File: config.mk
export PLATFORM = sky130hd
export DESIGN_NAME = seven_seg_scan
export DESIGN_NICKNAME = d
export VERILOG_FILES = /design/src/rtl/seven_seg_pkg.sv /design/src/rtl/seven_seg_slot_timer.sv /design/src/rtl/seven_seg_scan.sv
export SDC_FILE = /design/constraint.sdc
export NUM_CORES = 1
export LEC_CHECK = 0
export ABC_AREA = 1
export BUFFER_PORTS_ARGS = -buffer_cell sky130_fd_sc_hd__buf_4
export CELL_PAD_IN_SITES_DETAIL_PLACEMENT = 0
export CELL_PAD_IN_SITES_GLOBAL_PLACEMENT = 1
export CORE_ASPECT_RATIO = 2
export CORE_MARGIN = 5
export CORE_UTILIZATION = 34
export CTS_CLUSTER_DIAMETER = 80
export DETAILED_ROUTE_END_ITERATION = 8
export GPL_ROUTABILITY_DRIVEN = 0
export GPL_TIMING_DRIVEN = 1
export PLACE_DENSITY_LB_ADDON = 0.1
export RECOVER_POWER = 100
export SETUP_SLACK_MARGIN = 0.1
export SYNTH_ARGS = -nofsm -noshare
export SYNTH_HDL_FRONTEND = slang
export SYNTH_SLANG_ARGS = --single-unit
File: constraint.sdc
create_clock -name clk -period 5 [get_ports clk]
set_input_delay 1 -clock clk [delete_from_list [all_inputs] [get_ports clk]]
set_output_delay 1 -clock clk [all_outputs]
set_load 0.02 [all_outputs]
File: src/rtl/seven_seg_pkg.sv
// Shared types and constants for the eight-digit seven-segment scanner.
// lzb_mask() backs the optional leading-zero blanking (SEG_LZB_EN).
package seven_seg_pkg;

    localparam int unsigned NUM_DIGITS = 8;
    localparam int unsigned NIBBLE_W   = 4;
    localparam int unsigned IDX_W      = 3;
    localparam int unsigned DATA_W     = NUM_DIGITS * NIBBLE_W;

    typedef enum logic {
        BLANK = 1'b0,
        SHOW  = 1'b1
    } seg_state_e;

    // Digit k survives if it is digit 0 or any nibble at or above k is nonzero.
    function automatic logic [NUM_DIGITS-1:0] lzb_mask(input logic [DATA_W-1:0] data);
        logic                  seen;
        logic [NUM_DIGITS-1:0] mask;
        seen = 1'b0;
        mask = '0;
        for (int k = NUM_DIGITS - 1; k >= 0; k--) begin
            seen    = seen | (data[k*NIBBLE_W +: NIBBLE_W] != '0);
            mask[k] = seen | (k == 0);
        end
        return mask;
    endfunction

endpackage

File: src/rtl/seven_seg_slot_timer.sv
// Per-digit slot timer: counts 0..SLOT_CYC-1, BLANK for the first BLANK_CYC cycles,
// then SHOW; o_slot_end flags the last SHOW cycle.
module seven_seg_slot_timer
    import seven_seg_pkg::*;
#(
    parameter int unsigned SLOT_CYC  = 100000,
    parameter int unsigned BLANK_CYC = 16
) (
    input  logic       clk,
    input  logic       rst_n,
    output seg_state_e o_state,
    output logic       o_slot_end
);

    localparam int unsigned CNT_W = $clog2(SLOT_CYC);
    localparam logic [CNT_W-1:0] LAST_CNT  = CNT_W'(SLOT_CYC - 1);
    localparam logic [CNT_W-1:0] BLANK_END = CNT_W'(BLANK_CYC - 1);

    logic [CNT_W-1:0] r_cnt;
    seg_state_e       r_state;

    always_ff @(posedge clk or negedge rst_n) begin
        if (!rst_n) begin
            r_cnt   <= '0;
            r_state <= BLANK;
        end else begin
            unique case (r_state)
                BLANK: begin
                    r_cnt <= r_cnt + 1'b1;
                    if (r_cnt == BLANK_END) begin
                        r_state <= SHOW;
                    end
                end
                SHOW: begin
                    if (r_cnt == LAST_CNT) begin
                        r_cnt   <= '0;
                        r_state <= BLANK;
                    end else begin
                        r_cnt <= r_cnt + 1'b1;
                    end
                end
                default: begin
                    r_cnt   <= '0;
                    r_state <= BLANK;
                end
            endcase
        end
    end

    assign o_state    = r_state;
    assign o_slot_end = (r_state == SHOW) && (r_cnt == LAST_CNT);

endmodule

File: src/rtl/seven_seg_scan.sv
// Eight-digit multiplexed display scanner with double-buffered, tear-free data update.
// Define SEG_LZB_EN to blank leading zero digits.
module seven_seg_scan
    import seven_seg_pkg::*;
#(
    parameter int unsigned SLOT_CYC  = 100000,
    parameter int unsigned BLANK_CYC = 16
) (
    input  logic                  clk,
    input  logic                  rst_n,
    input  logic                  load,
    input  logic [DATA_W-1:0]     data_in,
    input  logic [NUM_DIGITS-1:0] dp_in,
    input  logic [NUM_DIGITS-1:0] en_in,
    output logic [NIBBLE_W-1:0]   digit,
    output logic [NUM_DIGITS-1:0] an_sel,
    output logic                  dp_out,
    output logic                  frame_done
);

    seg_state_e            w_state;
    logic                  w_slot_end;
    logic                  w_frame_end;
    logic                  w_show;
    logic                  w_active;
    logic [NUM_DIGITS-1:0] w_act_mask;
    logic [NUM_DIGITS-1:0] w_onehot;

    logic [IDX_W-1:0]      r_idx;
    logic [DATA_W-1:0]     r_act_data;
    logic [NUM_DIGITS-1:0] r_act_dp;
    logic [NUM_DIGITS-1:0] r_act_en;
    logic [DATA_W-1:0]     r_pend_data;
    logic [NUM_DIGITS-1:0] r_pend_dp;
    logic [NUM_DIGITS-1:0] r_pend_en;
    logic                  r_pend;
    logic [NIBBLE_W-1:0]   r_digit;
    logic [NUM_DIGITS-1:0] r_an_sel;
    logic                  r_dp_out;
    logic                  r_frame_done;

    seven_seg_slot_timer #(
        .SLOT_CYC  (SLOT_CYC),
        .BLANK_CYC (BLANK_CYC)
    ) u_timer (
        .clk        (clk),
        .rst_n      (rst_n),
        .o_state    (w_state),
        .o_slot_end (w_slot_end)
    );

    assign w_frame_end = w_slot_end && (r_idx == IDX_W'(NUM_DIGITS - 1));
    assign w_show      = (w_state == SHOW);
    assign w_onehot    = NUM_DIGITS'(1) << r_idx;

`ifdef SEG_LZB_EN
    logic [NUM_DIGITS-1:0] r_lzb_mask;

    // Mask tracks the active data, so it only moves on a frame boundary.
    always_ff @(posedge clk or negedge rst_n) begin
        if (!rst_n) begin
            r_lzb_mask <= NUM_DIGITS'(1);
        end else if (w_frame_end && load) begin
            r_lzb_mask <= lzb_mask(data_in);
        end else if (w_frame_end && r_pend) begin
            r_lzb_mask <= lzb_mask(r_pend_data);
        end
    end

    assign w_act_mask = r_act_en & r_lzb_mask;
`else
    assign w_act_mask = r_act_en;
`endif

    assign w_active = w_act_mask[r_idx];

    always_ff @(posedge clk or negedge rst_n) begin
        if (!rst_n) begin
            r_idx        <= '0;
            r_act_data   <= '0;
            r_act_dp     <= '0;
            r_act_en     <= '0;
            r_pend_data  <= '0;
            r_pend_dp    <= '0;
            r_pend_en    <= '0;
            r_pend       <= 1'b0;
            r_digit      <= '0;
            r_an_sel     <= '0;
            r_dp_out     <= 1'b0;
            r_frame_done <= 1'b0;
        end else begin
            if (w_slot_end) begin
                r_idx <= r_idx + 1'b1;
            end

            // Active registers only change on the frame boundary.
            if (w_frame_end && load) begin
                r_act_data <= data_in;
                r_act_dp   <= dp_in;
                r_act_en   <= en_in;
                r_pend     <= 1'b0;
            end else if (w_frame_end && r_pend) begin
                r_act_data <= r_pend_data;
                r_act_dp   <= r_pend_dp;
                r_act_en   <= r_pend_en;
                r_pend     <= 1'b0;
            end else if (load) begin
                r_pend_data <= data_in;
                r_pend_dp   <= dp_in;
                r_pend_en   <= en_in;
                r_pend      <= 1'b1;
            end

            r_digit      <= w_show ? r_act_data[{r_idx, 2'b00} +: NIBBLE_W] : '0;
            r_an_sel     <= (w_show && w_active) ? w_onehot : '0;
            r_dp_out     <= w_show && w_active && r_act_dp[r_idx];
            r_frame_done <= w_frame_end;
        end
    end

    assign digit      = r_digit;
    assign an_sel     = r_an_sel;
    assign dp_out     = r_dp_out;
    assign frame_done = r_frame_done;

endmodule

## Word level (Yosys, flattened, before mapping)

Index checks and enable logic that the tools add are counted.

- Flip-flop bits (word level): 132
- Input port bits: 51
- Output and inout port bits: 14
- Word-level logic and storage cells: 54

- Mux-type cells: 20
- Bitwise operators: 3
- Magnitude comparators: 1
- Shifts and indexed selects: 2
- Eq/ne operators: 3
- $add $sub $neg: 2
- Reductions and logical operators: 9

Operators with widths:

| cell | count |
|---|---|
| $mux 32 | 2 |
| $mux 8 | 5 |
| $pmux 17 s2 | 1 |
| $shiftx 32x6->4 | 1 |
| $add 17x1->17 const B | 1 |
| $eq 17x17->1 const B | 1 |
| $eq 17x4->1 const B | 1 |
| $mux 17 | 1 |
| $shl 1x3->8 const A | 1 |
| $mux 1 | 7 |
| $bmux 1 s3 | 2 |
| $logic_and 1x1->1 | 6 |
| $lt 3x4->1 const B | 1 |
| $mux 4 | 1 |
| $add 3x1->3 const B | 1 |
| $eq 3x3->1 const B | 1 |
| $not 1->1 | 3 |
| $reduce_and 3->1 | 1 |
| $reduce_bool 3->1 | 1 |
| $pmux 1 s2 | 1 |
| $reduce_bool 2->1 | 1 |

## Logic depth before layout (Yosys ltp)

- Word-level depth: 6
- Mapped depth: 13
- Mapped depth without buffers: 11

## Cells and area by module

A second synthesis with hierarchy kept.

- Cells, all modules: 775
- Area total of the unflattened synthesis: 6,237.2 µm²

By module, submodules not included:

| module | times used | cells each | area an instance (µm²) |
|---|---|---|---|
| seven_seg_scan | 1 | 640 | 5,200.0 |
| seven_seg_slot_timer | 1 | 135 | 1,037.2 |

## Worst setup path after synthesis

No wires, ideal clock.

- Kind: input to register
- Start: in load
- End: reg r_act_dp[0]
- Data arrival time: 2.017 ns
- Cell stages on the path: 7
- Library setup time: 0.117 ns
- Path slack: 2.866 ns
- Cell sequence: clkbuf_1 -> or2_2 -> nand4_2 -> buf_1 -> nor2_1 -> nand2_1 -> nand2_1

- Longest elaborated chain between the ends: 2

RTL lines:

| what | RTL line | RTL |
|---|---|---|
| from (decl) | seven_seg_scan.sv:11 | `input logic load,` |
| $logic_and 1x1->1 (*) | seven_seg_scan.sv:97 | `if (w_frame_end && load) begin` |
| $mux 8 / $reduce_bool 2->1 (equally long branches) | - |  |
| to (signal assigned) | seven_seg_scan.sv:99 | `r_act_dp <= dp_in;` |
| to (signal assigned) | seven_seg_scan.sv:104 | `r_act_dp <= r_pend_dp;` |
| to (decl) | seven_seg_scan.sv:31 | `logic [NUM_DIGITS-1:0] r_act_dp;` |

Mark *: on every way between the ends. The rest lies on a longest branch, timed or not.
A chain may end at the register's enable or synchronous reset.

## Final worst setup path

- Start: reg r_idx[0]
- End: reg r_act_data[14]

- Longest elaborated chain between the ends: 4

RTL lines:

| what | RTL line | RTL |
|---|---|---|
| from (decl) | seven_seg_scan.sv:29 | `logic [IDX_W-1:0] r_idx;` |
| from (signal assigned) | seven_seg_scan.sv:93 | `r_idx <= r_idx + 1'b1;` |
| $eq 3x3->1 (*) | seven_seg_scan.sv:52 | `assign w_frame_end = w_slot_end && (r_idx == IDX_W'(NUM_DIGITS - 1));` |
| $logic_and 1x1->1 (*) | seven_seg_scan.sv:52 |  |
| $logic_and 1x1->1 (on tied branches) | seven_seg_scan.sv:97, seven_seg_scan.sv:102 |  |
| $mux 32 / $reduce_bool 2->1 (equally long branches) | - |  |
| to (signal assigned) | seven_seg_scan.sv:98 | `r_act_data <= data_in;` |
| to (signal assigned) | seven_seg_scan.sv:103 | `r_act_data <= r_pend_data;` |
| to (decl) | seven_seg_scan.sv:30 | `logic [DATA_W-1:0] r_act_data;` |

Marks and branches as above.

==> results.sh <==
export IMPL_synth_edf_count=0
export IMPL_rsz0062_at_grt="false"
export IMPL_syn_to_final_growth_pct=17.8
export IMPL_worst_r2r_path_depth=8
export IMPL_synth_area_leaders="dfrtp_1 (50%), nand2_1 (19%), nor2_1 (9.0%)"
export IMPL_violations="max-capacitance violations, max-slew violations"
export IMPL_cts_tree="yes"
export IMPL_layout_cells_non_filler=1202
export IMPL_crit_chain="clkbuf_1 -> ha_1 -> ha_1 -> nand4_4 -> clkbuf_2 -> nor2_1 -> nand2_1 -> nand2_1"
export IMPL_cts_sinks=132
export IMPL_crit_path_max_fanout=52
export IMPL_synth_top_cell_by_area="dfrtp_1"
export IMPL_hpwl_microns=12400
export IMPL_antenna_found_initial=0
export IMPL_syn_num_nets=948
export IMPL_multi_input_area_sq_um=2710
export IMPL_finalSetupViolations=0
export IMPL_max_cap_violations=1
export IMPL_synthCells=890
export IMPL_drtPass1Iterations=5
export IMPL_htree_levels=4
export IMPL_cts_made_buffers=17
export IMPL_slew_headroom_pct=-15.9
export IMPL_irDropWorstVdd_uv=148
export IMPL_num_rows=71
export IMPL_final_cell_mix="nand2_1 (325), nor2_1 (159), dfrtp_1 (132)"
export IMPL_ant_nets=0
export IMPL_crit_required_ns=5.36
export IMPL_vias_per_cell=4.71
export IMPL_synth_area_sq_um=6550
export IMPL_fill_cells=2034
export IMPL_drt_total_wl_microns=18500
export IMPL_clockBufferDepth=2
export IMPL_cts_setup_buffers=0
export IMPL_hold_violations=0
export IMPL_fin_nets=992
export IMPL_path_clk_slew_ns=0.06
export IMPL_vias=5660
export IMPL_drtIter0Drc=212
export IMPL_portBuffers=64
export IMPL_grt_pass1_wl_microns=30700
export IMPL_synth_seq_cells=132
export IMPL_root_buffer="clkbuf_16"
export IMPL_crit_arrival_ns=4.06
export IMPL_ys_warnings_count=0
export IMPL_dieArea_sq_um=22300
export IMPL_grtUsageTotal_pct=17.8
export IMPL_fin_crit_ns=3.70
export IMPL_synth_distinct_cells=32
export IMPL_core_sq_um=18900
export IMPL_leakage_nw=4.33
export IMPL_avgSynthCellArea_sq_um=7.36
export IMPL_path_class="reg -> reg"
export IMPL_clk_latency_ns=0.43
export IMPL_hold_class="reg -> reg"
export IMPL_setup_tns_final_ns=0
export IMPL_fin_crit_sh_pct=73.9
export IMPL_grt_ovfl_total=0
export IMPL_grt_max_degree=70
export IMPL_cp_slowest_stage_delay_ns=0.83
export IMPL_slew_violations=70
export IMPL_endpoint_kind="register"
export IMPL_ys_seq_area_share_pct=50.4
export IMPL_fin_hold_ws_ns=0.470
export IMPL_cp_start_kind="register"
export IMPL_hold_depth=2
export IMPL_status="complete, but fails checks"
export IMPL_synth_flop_cell="dfrtp_1"
export IMPL_final_common_cell="nand2_1"
export IMPL_wl_per_cell_microns=15.4
export IMPL_worst_pin_slew_ns=1.74
export IMPL_seqCellArea_sq_um=3300
export IMPL_timing_fmax_mhz=270
export IMPL_drive_gt1_share_pct=9.93
export IMPL_finalClockSkew_ns=0.0135
export IMPL_antenna_cells=0
export IMPL_async_reset_ff_share_pct=100
export IMPL_slowest_stage="clkbuf_1"
export IMPL_yosysTopAreaCellShare_pct=50.4
export IMPL_powerDensity_nw_per_um2=333
export IMPL_place_inst=1170
export IMPL_fp_dieW_microns=108
export IMPL_io_pins=65
export IMPL_drc=0
export IMPL_start_util_pct=34.6
export IMPL_grt_pass1_vias=5858
export IMPL_post_cts_resized=0
export IMPL_die_h_microns=206
export IMPL_holdBufCountCts=0
-- metrics by stage --
stage	utilization, %	worst slack [ns]	total power [mW]	area [sq um]
after floorplan	-	2.87	1.22	6550
after global placement	38.1	1.95	1.30	7210
after detailed placement	38.1	1.90	1.30	7210
after CTS	41.3	1.90	2.61	7820
after global routing	40.8	0.878	2.68	7710
final	40.8	1.30	2.57	7710
-- report_power, final --
group          leakage [nW]  switching, mW  internal (mW)  total, mW
registers              1.73         0.0192           1.10       1.12
clock network         0.290          0.509          0.787       1.30
logic                  2.31         0.0919         0.0610      0.153
-- path summary, 6_finish.rpt --
kind                                            start  slack [ns]                     endpoint
min in group asynchronous                       rst_n        0.67  r_pend_data[28]$_DFFE_PN0P_
max in group asynchronous                       rst_n        2.14  r_pend_data[20]$_DFFE_PN0P_
min                        r_pend_data[6]$_DFFE_PN0P_        0.47   r_pend_data[6]$_DFFE_PN0P_
max reg2reg                      r_idx[0]$_DFFE_PN0P_        1.30   r_act_data[14]$_DFFE_PN0P_
min reg2reg                r_pend_data[6]$_DFFE_PN0P_        0.47   r_pend_data[6]$_DFFE_PN0P_
max                              r_idx[0]$_DFFE_PN0P_        1.30   r_act_data[14]$_DFFE_PN0P_
-- layout make-up --
| type | instances | share of cell area, % |
|---|---|---|
| Sequential cell | 132 | 42.8 |
| Inverter | 81 | 3.96 |
| Clock buffer | 17 | 5.52 |
| Timing Repair Buffer | 71 | 6.07 |
| Clock inverter | 15 | 2.34 |
| Multi-Input combinational cell | 631 | 35.2 |
| Tap cell | 255 | 4.14 |
-- critical path, delay by kind of cell (launching register included) --
family | cells | cell delay (ns)
fa+ha+maj | 2 | 0.63
simple gates | 4 | 1.01
buf+inv | 2 | 1.63
flops | 1 | 0.32
-- per-layer routing --
metal	share of wire, %	wire, microns	vias up	GRT usage [%]
met5	0	0	-	0
met3	3.2	588	30	3.25
met1	40	7460	2693	20.6
met2	54	10000	120	32.1
li1	-	-	2817	-
met4	2.3	428	0	6.77
-- kinds of logic after synthesis --
group | share of synthesized area, %
simple gates | 34.8
flops | 50.4
buf+inv | 7.91
compound gates | 4.17
xor+xnor | 1.20
fa+ha+maj | 1.34
mux | 0.153
-- state kept, by name, summed over array words and instances, names as in the netlist --
name / cells
frame_done: 1
r_act_data: 32
dp_out: 1
r_act_en: 8
r_pend: 1
digit: 4
r_idx: 3
an_sel: 8
r_pend_dp: 8
u_timer.o_state: 1
r_pend_en: 8
r_pend_data: 32
u_timer.r_cnt: 17
r_act_dp: 8
-- synth_stat cells (2+ instances only) --
cell type,count
nand2_1,323
nor2_1,157
dfrtp_1,132
inv_1,80
nand3_1,58
o21ai_0,31
clkbuf_1,27
buf_2,11
nand4_1,8
xor2_1,8
ha_1,7
a21oi_1,6
a31oi_1,5
buf_1,5
nor3_1,4
o22ai_1,3
or2_2,3
a22oi_1,2
buf_6,2
nand2_2,2
nand2_4,2
nor2_4,2
nor4_1,2
o211ai_1,2
Power figures use the tool's default switching activity.
